`src/rtl/usb_bus_ctrl.sv`:
```
// Bus-level USB full-speed sequencer: decodes line state for reset, suspend and host
// resume, drives remote-wakeup K and arbitrates the PHY transmit pins.
module usb_bus_ctrl #(
    parameter int RST_CYC    = 120,
    parameter int SUSP_CYC   = 144000,
    parameter int WAIT_CYC   = 240000,
    parameter int RESUME_CYC = 480000,
    parameter int CNT_W      = 20
) (
    input  logic clk,
    input  logic rst_n,
    input  logic rx_dp,
    input  logic rx_dn,
    input  logic pkt_tx_dp,
    input  logic pkt_tx_dn,
    input  logic pkt_tx_en,
    input  logic wakeup_en,
    input  logic wakeup_req,
    output logic tx_dp,
    output logic tx_dn,
    output logic tx_en,
    output logic bus_reset,
    output logic bus_reset_stb,
    output logic suspend,
    output logic resume_stb,
    output logic wakeup_busy,
    output logic wakeup_done_stb
);

    typedef enum logic [1:0] {
        S_ACTIVE  = 2'd0,
        S_RESET   = 2'd1,
        S_SUSPEND = 2'd2,
        S_WAKE    = 2'd3
    } state_t;

    localparam logic [CNT_W-1:0] L_RST_MAX     = CNT_W'(RST_CYC);
    localparam logic [CNT_W-1:0] L_RST_LAST    = CNT_W'(RST_CYC - 1);
    localparam logic [CNT_W-1:0] L_SUSP_LAST   = CNT_W'(SUSP_CYC - 1);
    localparam logic [CNT_W-1:0] L_WAIT        = CNT_W'(WAIT_CYC);
    localparam logic [CNT_W-1:0] L_RESUME_LAST = CNT_W'(RESUME_CYC - 1);

    state_t           r_state;
    state_t           w_next_state;
    logic [CNT_W-1:0] r_cnt;
    logic [CNT_W-1:0] w_next_cnt;
    logic [CNT_W-1:0] r_se0_cnt;
    logic [CNT_W-1:0] w_next_se0_cnt;
    logic             r_nonj_prev;
    logic             r_tx_dp;
    logic             r_tx_dn;
    logic             r_tx_en;
    logic             r_bus_reset_stb;
    logic             r_resume_stb;
    logic             r_wakeup_done_stb;
    logic             w_j;
    logic             w_se0;
    logic             w_idle;
    logic             w_tx_dp;
    logic             w_tx_dn;
    logic             w_tx_en;

    assign w_j    = rx_dp & ~rx_dn;
    assign w_se0  = ~rx_dp & ~rx_dn;
    assign w_idle = w_j & ~pkt_tx_en;

    // SE0 run length survives SUSPEND->ACTIVE so a long SE0 resolves to a reset
    always_comb begin
        w_next_se0_cnt = '0;
        if (r_state != S_WAKE && w_se0) begin
            w_next_se0_cnt = (r_se0_cnt < L_RST_MAX) ? r_se0_cnt + 1'b1 : r_se0_cnt;
        end
    end

    always_comb begin
        w_next_state = r_state;
        w_next_cnt   = r_cnt;
        case (r_state)
            S_ACTIVE: begin
                if (w_se0 && r_se0_cnt >= L_RST_LAST) begin
                    w_next_state = S_RESET;
                    w_next_cnt   = '0;
                end else if (w_idle && r_cnt >= L_SUSP_LAST) begin
                    w_next_state = S_SUSPEND;
                    w_next_cnt   = '0;
                end else if (w_idle) begin
                    w_next_cnt = r_cnt + 1'b1;
                end else begin
                    w_next_cnt = '0;
                end
            end
            S_RESET: begin
                w_next_cnt = '0;
                if (!w_se0) begin
                    w_next_state = S_ACTIVE;
                end
            end
            S_SUSPEND: begin
                if (!w_j && r_nonj_prev) begin
                    w_next_state = S_ACTIVE;
                    w_next_cnt   = '0;
                end else if (wakeup_req && wakeup_en && r_cnt >= L_WAIT && w_j) begin
                    w_next_state = S_WAKE;
                    w_next_cnt   = '0;
                end else if (r_cnt < L_WAIT) begin
                    w_next_cnt = r_cnt + 1'b1;
                end
            end
            S_WAKE: begin
                if (r_cnt >= L_RESUME_LAST) begin
                    w_next_state = S_ACTIVE;
                    w_next_cnt   = '0;
                end else begin
                    w_next_cnt = r_cnt + 1'b1;
                end
            end
            default: begin
                w_next_state = S_ACTIVE;
                w_next_cnt   = '0;
            end
        endcase
    end

    // Mux keyed on the upcoming state so tx_en tracks WAKE_DRIVE cycle-exactly
    always_comb begin
        w_tx_dp = 1'b0;
        w_tx_dn = 1'b0;
        w_tx_en = 1'b0;
        case (w_next_state)
            S_ACTIVE: begin
                w_tx_dp = pkt_tx_dp;
                w_tx_dn = pkt_tx_dn;
                w_tx_en = pkt_tx_en;
            end
            S_WAKE: begin
                w_tx_dn = 1'b1;
                w_tx_en = 1'b1;
            end
            default: ;
        endcase
    end

    always_ff @(posedge clk or negedge rst_n) begin
        if (!rst_n) begin
            r_state           <= S_ACTIVE;
            r_cnt             <= '0;
            r_se0_cnt         <= '0;
            r_nonj_prev       <= 1'b0;
            r_tx_dp           <= 1'b0;
            r_tx_dn           <= 1'b0;
            r_tx_en           <= 1'b0;
            r_bus_reset_stb   <= 1'b0;
            r_resume_stb      <= 1'b0;
            r_wakeup_done_stb <= 1'b0;
        end else begin
            r_state           <= w_next_state;
            r_cnt             <= w_next_cnt;
            r_se0_cnt         <= w_next_se0_cnt;
            r_nonj_prev       <= ~w_j;
            r_tx_dp           <= w_tx_dp;
            r_tx_dn           <= w_tx_dn;
            r_tx_en           <= w_tx_en;
            r_bus_reset_stb   <= (r_state != S_RESET) && (w_next_state == S_RESET);
            r_resume_stb      <= (r_state == S_SUSPEND) && (w_next_state == S_ACTIVE);
            r_wakeup_done_stb <= (r_state == S_WAKE) && (w_next_state == S_ACTIVE);
        end
    end

    assign tx_dp           = r_tx_dp;
    assign tx_dn           = r_tx_dn;
    assign tx_en           = r_tx_en;
    assign bus_reset       = (r_state == S_RESET);
    assign bus_reset_stb   = r_bus_reset_stb;
    assign suspend         = (r_state == S_SUSPEND) || (r_state == S_WAKE);
    assign resume_stb      = r_resume_stb;
    assign wakeup_busy     = (r_state == S_WAKE);
    assign wakeup_done_stb = r_wakeup_done_stb;

endmodule

```
`config.mk`:
```
export PLATFORM = sky130hd
export DESIGN_NAME = usb_bus_ctrl
export DESIGN_NICKNAME = d
export VERILOG_FILES = /design/src/rtl/usb_bus_ctrl.sv
export SDC_FILE = /design/constraint.sdc
export NUM_CORES = 1
export LEC_CHECK = 0
export CAP_MARGIN = 20
export CORE_ASPECT_RATIO = 0.5
export CORE_MARGIN = 1.5
export CORE_UTILIZATION = 54
export DETAILED_ROUTE_END_ITERATION = 8
export GPL_ROUTABILITY_DRIVEN = 0
export GPL_TIMING_DRIVEN = 0
export PLACE_DENSITY = 0.74
export SKIP_CTS_REPAIR_TIMING = 1
export SLEW_MARGIN = 30
export SYNTH_ARGS = -nofsm -noshare
export SYNTH_HDL_FRONTEND = slang
export SYNTH_SLANG_ARGS = --single-unit
```
`constraint.sdc`:
```
create_clock -name clk -period 2.9 [get_ports clk]
set_input_delay 0.725 -clock clk [delete_from_list [all_inputs] [get_ports clk]]
set_output_delay 0.725 -clock clk [all_outputs]
set_load 0.02 [all_outputs]
```
==> impl_summary.log, run 1 <==
[metrics] final net count: between 200 and 300
[metrics] number of H-tree levels: 2
[metrics] start point of the critical path: rx_dp
[metrics] crit path DAT: between 2 and 3 ns
[metrics] final critical-path required period: between 2 and 3 ns
[metrics] sequential element share of the synthesized area: 47.23%
[metrics] number of buffers inserted during clock tree synthesis: 5
[metrics] footprint of the flip-flops and latches: 1226 sq um
[metrics] clock tree from TritonCTS: built
[metrics] vias: 2125
[metrics] maximum number of pins on one net before global-route repair: 50
[metrics] most used flip-flop cell after synthesis: dfrtp_1
[metrics] leakage power of the design: 0.001202 uW
[metrics] total inserted antenna cells: 0
[metrics] area used by multi-input combinational logic: approximately 1300 sq um
[metrics] wire length of the first global-routing pass: approximately 9400 um
[metrics] post-detailed-routing wire length: about 5600 um
[metrics] count of final hold-check violations: 0
[metrics] met2 wirelength from detailed routing: 2613 um
[metrics] number of sinks on the clock net: 49
[metrics] post-route ant nets: 0
[metrics] number of top-level pins: 18
[metrics] top routing layer in use: met4
[metrics] maximum root-to-sink buffer count: 2
[metrics] share of the cycle needed by the critical path after routing: 92.80%
[metrics] Worst IR Drop VDD: approximately 230 uV
[metrics] synthesis-stage register bit count: 49
[metrics] final setup vio count: 0
[metrics] post-synthesis cell area: 2596 sq um
[metrics] final-layout fill cell count: 389
[metrics] clock slew seen by the registers of the worst setup and hold paths: 0.09 ns
[metrics] die area: about 5300 sq um
[metrics] worst-margin pin slew: between 0.6 and 0.7 ns
[metrics] Remaining Overflow, GRT: 0
[metrics] syn_area_per_cell: 9.986 sq um
[metrics] area of all placed cells without fillers: 2933 sq um
[metrics] Horiz. Die Dim: 101.1 um
[metrics] post-route insts no fill: around 350
[metrics] unrepaired setup endpoints after global routing: false
[metrics] Area after DPL: 2846 sq um
[metrics] cell chosen for the clock root: clkbuf_8
[metrics] number of synthesized flops with an enable pin: 0
[metrics] placed cell count: 343
[metrics] total met3 wirelength after detailed routing: ~250 um
[metrics] most common cell after layout, fill and taps aside: dfrtp_1
[metrics] number of cells produced by synthesis: 260
[metrics] vias in the first global route: 1948
[metrics] largest registers: r_cnt: 20 flops, r_se0_cnt: 20 flops, r_state: 2 flops
[metrics] Cell Rows: 17
[metrics] CP startpoint kind: input port
[metrics] Net Count, Synth: between 200 and 300
[metrics] highest-count cells in the layout ignoring fill and taps: 49 x dfrtp_1, 17 x nor2_1, 16 x o21ai_0, 16 x clkdlybuf4s50_1, 15 x a22oi_1
[metrics] starting density of the core: 57.57%
[metrics] post-layout total power: 1195 uW
[metrics] kind of end point of the critical path: register
[metrics] total number of yosys warnings: 0
[metrics] I/O Buffers: 17
[metrics] P&R area growth vs syn: 12.96%
[metrics] power density cells: approximately 410 nW/um^2
[metrics] final routed wire length divided by cell count: between 15 and 20 um
[metrics] detailed-route vias per instance: between 6 and 7
[metrics] number of antenna violations at the first check in global routing: 0
[metrics] height of the chip: approximately 52 um
[metrics] Final Max Slew Viols: 0
[metrics] Setup CP Type: in -> reg
[metrics] count of different cell masters after synthesis: 49
[metrics] met1 layer wirelength in the final routing: approximately 2700 um
[metrics] number of DRC violations after detailed-routing iteration 0: between 100 and 150
[metrics] Detail Placement HPWL: 3946 um
[metrics] Async SR Flop Fraction: 100.0%
[metrics] placeable core region: 4509 sq um
[metrics] type of the worst min-delay path: in -> async
[metrics] r2r startpoint: r_cnt[1]
[metrics] largest fanout on the critical path: 10
[metrics] drt pass-1 iters: 4
[metrics] remaining routing DRC violations: 0
[metrics] fraction of layout cells with a size suffix above 1: 10.18%
[metrics] maximum capacitance violations: 0
[metrics] register-to-register setup slack: 0.50 ns
[metrics] clock skew after layout: about 0.0065 ns
[metrics] worst endpoint required time: 3.06 ns
[metrics] max frequency: roughly 370 MHz
[metrics] run status: finished clean
[metrics] Rel. slew slack: 53.60%
[metrics] clock latency of the later-clocked register in the worst-skew pair: 0.31 ns
[metrics] overall global routing resource usage: 23.50%
-- cell type report --
type	count	area share, %
Sequential cell	49	41.81
Multi-Input combinational cell	191	42.66
Tap cell	66	2.816
Inverter	6	0.7679
Clock inverter	2	0.4693
Buffer	14	3.285
Timing Repair Buffer	17	5.717
Clock buffer	6	2.474
-- path summary, 6_finish.rpt --
| check | end | depth (start not counted) |
|---|---|---|
| worst max-delay path | r_cnt[14] | 7 |
| worst min-delay path | r_se0_cnt[15] | 1 |
| worst max register to register | tx_dn | 8 |
| worst min register to register | r_se0_cnt[18] | 1 |
| max in group asynchronous | r_cnt[6] | 1 |
| min in group clk | r_se0_cnt[18] | 1 |
-- through the flow --
stage / TNS, ns / worst slack (ns) / hold WS, ns / utilization [%]
after floorplan: 0 / 0.6934 / 0.4294 / -
after global placement: -13.48 / -0.2598 / 0.4701 / 63.18
after detailed placement: -0.9168 / -0.09168 / 0.4722 / 63.12
after CTS: 0 / 0.2354 / 0.4379 / 65.04
after global routing: 0 / 0.09169 / 0.4649 / 65.04
final: 0 / 0.2087 / 0.4181 / 65.04
-- Yosys cell counts (all sizes together), types with 7 or more instances --
cell type	instances	area share, %
clkbuf	9	1.7
a22oi	15	4.3
nand3	13	2.5
dfrtp	49	47
nor2	17	2.5
or3	16	4.1
nand4	8	1.9
o21ai	16	3.1
and2	14	3.4
a21oi	7	1.3
nand2	13	1.9
-- routing by layer --
metal	vias to the layer above	GRT usage, %
met1	1059	30.96
met5	-	0
met3	4	5.914
met2	45	38.93
met4	0	6.713
li1	1017	-
-- power by group --
group	total [uW]	switching [uW]	internal, uW
logic	82.7	50.3	32.4
clock network	408	236	172
registers	704	9.18	695
-- worst max-delay path: stages --
cell             delay [ns]
clkdlybuf4s50_1        0.54
nand2b_1               0.15
or2_2                  0.35
a211o_1                0.27
a31oi_1                0.20
clkbuf_1               0.44
a22oi_1                0.18
-- cell families (layout without fill, tap and decap cells) --
family                     count (synthesis)  in the layout  share of synthesized area, %
and+or+nand+nor                          116            116                         25.78
xor gates and xnor gates                   5              5                         1.687
DFF                                       49             49                         47.23
buffers and inverters                     20             45                         4.578
adders and majority gates                  6              6                         2.891
AOI/OAI and AO/OA                         62             62                         17.06
muxes                                      2              2                        0.7711
Power figures use the tool's default switching activity.
==> run 2: changes to the inputs <==
--- a/config.mk
+++ b/config.mk
@@ -14,7 +14,7 @@
 export GPL_TIMING_DRIVEN = 0
 export PLACE_DENSITY = 0.74
 export SKIP_CTS_REPAIR_TIMING = 1
-export SLEW_MARGIN = 30
+export SLEW_MARGIN = 20
 export SYNTH_ARGS = -nofsm -noshare
 export SYNTH_HDL_FRONTEND = slang
 export SYNTH_SLANG_ARGS = --single-unit
==> impl_summary.log, run 2 (synthesis gave the netlist of run 1 again) <==
[metrics] run status: finished clean
[metrics] maximum number of pins on one net before global-route repair: 27
[metrics] Setup CP Type: in -> reg
[metrics] placeable core region: 4509 sq um
[metrics] unrepaired setup endpoints after global routing: false
[metrics] largest registers: r_cnt: 20 flops, r_se0_cnt: 20 flops, r_state: 2 flops
[metrics] max frequency: 368.0 MHz
[metrics] kind of end point of the critical path: register
[metrics] share of the cycle needed by the critical path after routing: 93.70%
[metrics] maximum root-to-sink buffer count: 2
[metrics] drt pass-1 iters: 5
[metrics] maximum capacitance violations: 0
[metrics] Crit path largest cell delay: 0.54 ns
[metrics] clock tree from TritonCTS: built
[metrics] number of top-level pins: 18
[metrics] area of all placed cells without fillers: approximately 3000 sq um
[metrics] clock slew seen by the registers of the worst setup and hold paths: 0.09 ns
[metrics] worst flop-to-flop path endpoint: tx_dn
[metrics] detailed-route vias per instance: 6.145
[metrics] final setup vio count: 0
[metrics] post-detailed-routing wire length: 5729 um
[metrics] cell count of the worst reg-to-reg path: 8
[metrics] wire length of the first global-routing pass: 9515 um
[metrics] number of buffers inserted during clock tree synthesis: 5
[metrics] starting density of the core: 57.57%
[metrics] number of H-tree levels: 2
[metrics] standard cell with the maximum stage delay on the critical path: clkdlybuf4s50_1
[metrics] P&R area growth vs syn: 13.93%
[metrics] final sum of negative setup slack: 0 ns
[metrics] capturing instance or port of the critical path: r_cnt[14]
[metrics] placed cell count: 344
[metrics] power density cells: 405.1 nW/um^2
[metrics] Cell Rows: 17
[metrics] Final Max Slew Viols: 0
[metrics] number of DRC violations after detailed-routing iteration 0: 132
[metrics] met1 layer wirelength in the final routing: 2671 um
[metrics] start point of the critical path: rx_dp
[metrics] final critical-path required period: 2.717 ns
[metrics] overall global routing resource usage: 23.71%
[metrics] I/O Buffers: 17
[metrics] height of the chip: between 50 and 60 um
[metrics] CP startpoint kind: input port
[metrics] count of final hold-check violations: 0
[metrics] pre-CTS setup slack: -0.1047 ns
[metrics] highest-count cells in the layout ignoring fill and taps: 49 x dfrtp_1, 17 x nor2_1, 16 x o21ai_0, 16 x clkdlybuf4s50_1, 15 x a22oi_1
[metrics] register-to-register setup slack: 0.45 ns
[metrics] met2 wirelength from detailed routing: 2734 um
[metrics] number of antenna violations at the first check in global routing: 0
[metrics] vias: between 2000 and 2500
[metrics] top routing layer in use: met4
[metrics] Remaining Overflow, GRT: 0
[metrics] cell chosen for the clock root: clkbuf_8
[metrics] Area after DPL: 2872 sq um
[metrics] fraction of layout cells with a size suffix above 1: 10.49%
[metrics] total met3 wirelength after detailed routing: 277 um
[metrics] post-route ant nets: 0
[metrics] clock skew after layout: roughly 0.0081 ns
[metrics] remaining routing DRC violations: 0
[metrics] final routed wire length divided by cell count: 16.28 um
[metrics] CP Cell Sequence: clkdlybuf4s50_1, nand2b_1, or2_2, a211o_1, a31oi_1, clkbuf_1, a22oi_1
[metrics] worst endpoint required time: just over 3 ns
[metrics] vias in the first global route: between 2000 and 2500
[metrics] Finished Core Util: 65.59%
[metrics] min setup slack post-route: 0.1828 ns
[metrics] crit path DAT: 2.87 ns
[metrics] Worst IR Drop VDD: 232.1 uV
[metrics] largest fanout on the critical path: 10
[metrics] leakage power of the design: approximately 0.0012 uW
[metrics] type of the worst min-delay path: in -> async
[metrics] post-route insts no fill: 352
[metrics] worst-margin pin slew: 0.6895 ns
[metrics] Horiz. Die Dim: 101.1 um
[metrics] r2r startpoint: r_cnt[1]
[metrics] final net count: 300
[metrics] clock latency of the later-clocked register in the worst-skew pair: 0.31 ns
[metrics] Detail Placement HPWL: between 4000 and 5000 um
[metrics] Rel. slew slack: approximately 53%
[metrics] most common cell after layout, fill and taps aside: dfrtp_1
[metrics] number of sinks on the clock net: 49
[metrics] die area: 5258 sq um
[metrics] total inserted antenna cells: 0
## run 2: where the power goes
group | internal, uW | switching [uW]
clock network | 172 | 234
registers | 695 | 9.16
logic | 35.7 | 52.1
total | 903 | 295
## run 2: how the worst min path moves through the flow
stage	from	end	slack (ns)
finish	rst_n	r_se0_cnt[8]	0.42
global route	rst_n	r_se0_cnt[8]	0.46
CTS	rst_n	r_se0_cnt[8]	0.44
detailed placement	r_se0_cnt[18]	r_se0_cnt[18]	0.47
global placement	r_se0_cnt[19]	r_se0_cnt[19]	0.47
floorplan	rst_n	bus_reset_stb	0.43
## run 2: critical path, delay by kind of cell
family                 cells  cell delay, ns
AOI/OAI and AO/OA          3            0.66
buffers and inverters      2            0.99
and+or+nand+nor            2            0.50
## run 2: metrics by stage
step,hold slack (ns),total power [uW]
after detailed placement,0.4726,806.5
final,0.4199,1198
after CTS,0.4385,1209
after floorplan,0.4294,760.3
after global routing,0.4588,1253
after global placement,0.4701,797.2
## run 2: area by class of cell
type / instances / area, sq um
fill: 377 / 1551
multi-input combinational: 191 / 1251
sequential: 49 / 1226
timing repair buffer: 18 / 192.7
buffer: 14 / 96.34
tap: 66 / 82.58
clock buffer: 6 / 72.57
inverter: 6 / 22.52
clock inverter: 2 / 13.76
## run 2: metal layers
layer  global-route usage (%)  vias to the layer above
met2                    40.16                       68
met5                        0                        -
met1                    30.68                     1066
li1                         -                     1023
met3                    5.511                        6
met4                    7.176                        0
==> run 3: changes to the inputs <==
--- a/config.mk
+++ b/config.mk
@@ -5,7 +5,7 @@
 export SDC_FILE = /design/constraint.sdc
 export NUM_CORES = 1
 export LEC_CHECK = 0
-export CAP_MARGIN = 20
+export CAP_MARGIN = 10
 export CORE_ASPECT_RATIO = 0.5
 export CORE_MARGIN = 1.5
 export CORE_UTILIZATION = 54
==> results of run 3 <==
Same layout as run 2: the final DEF is identical, and so are final timing and power.
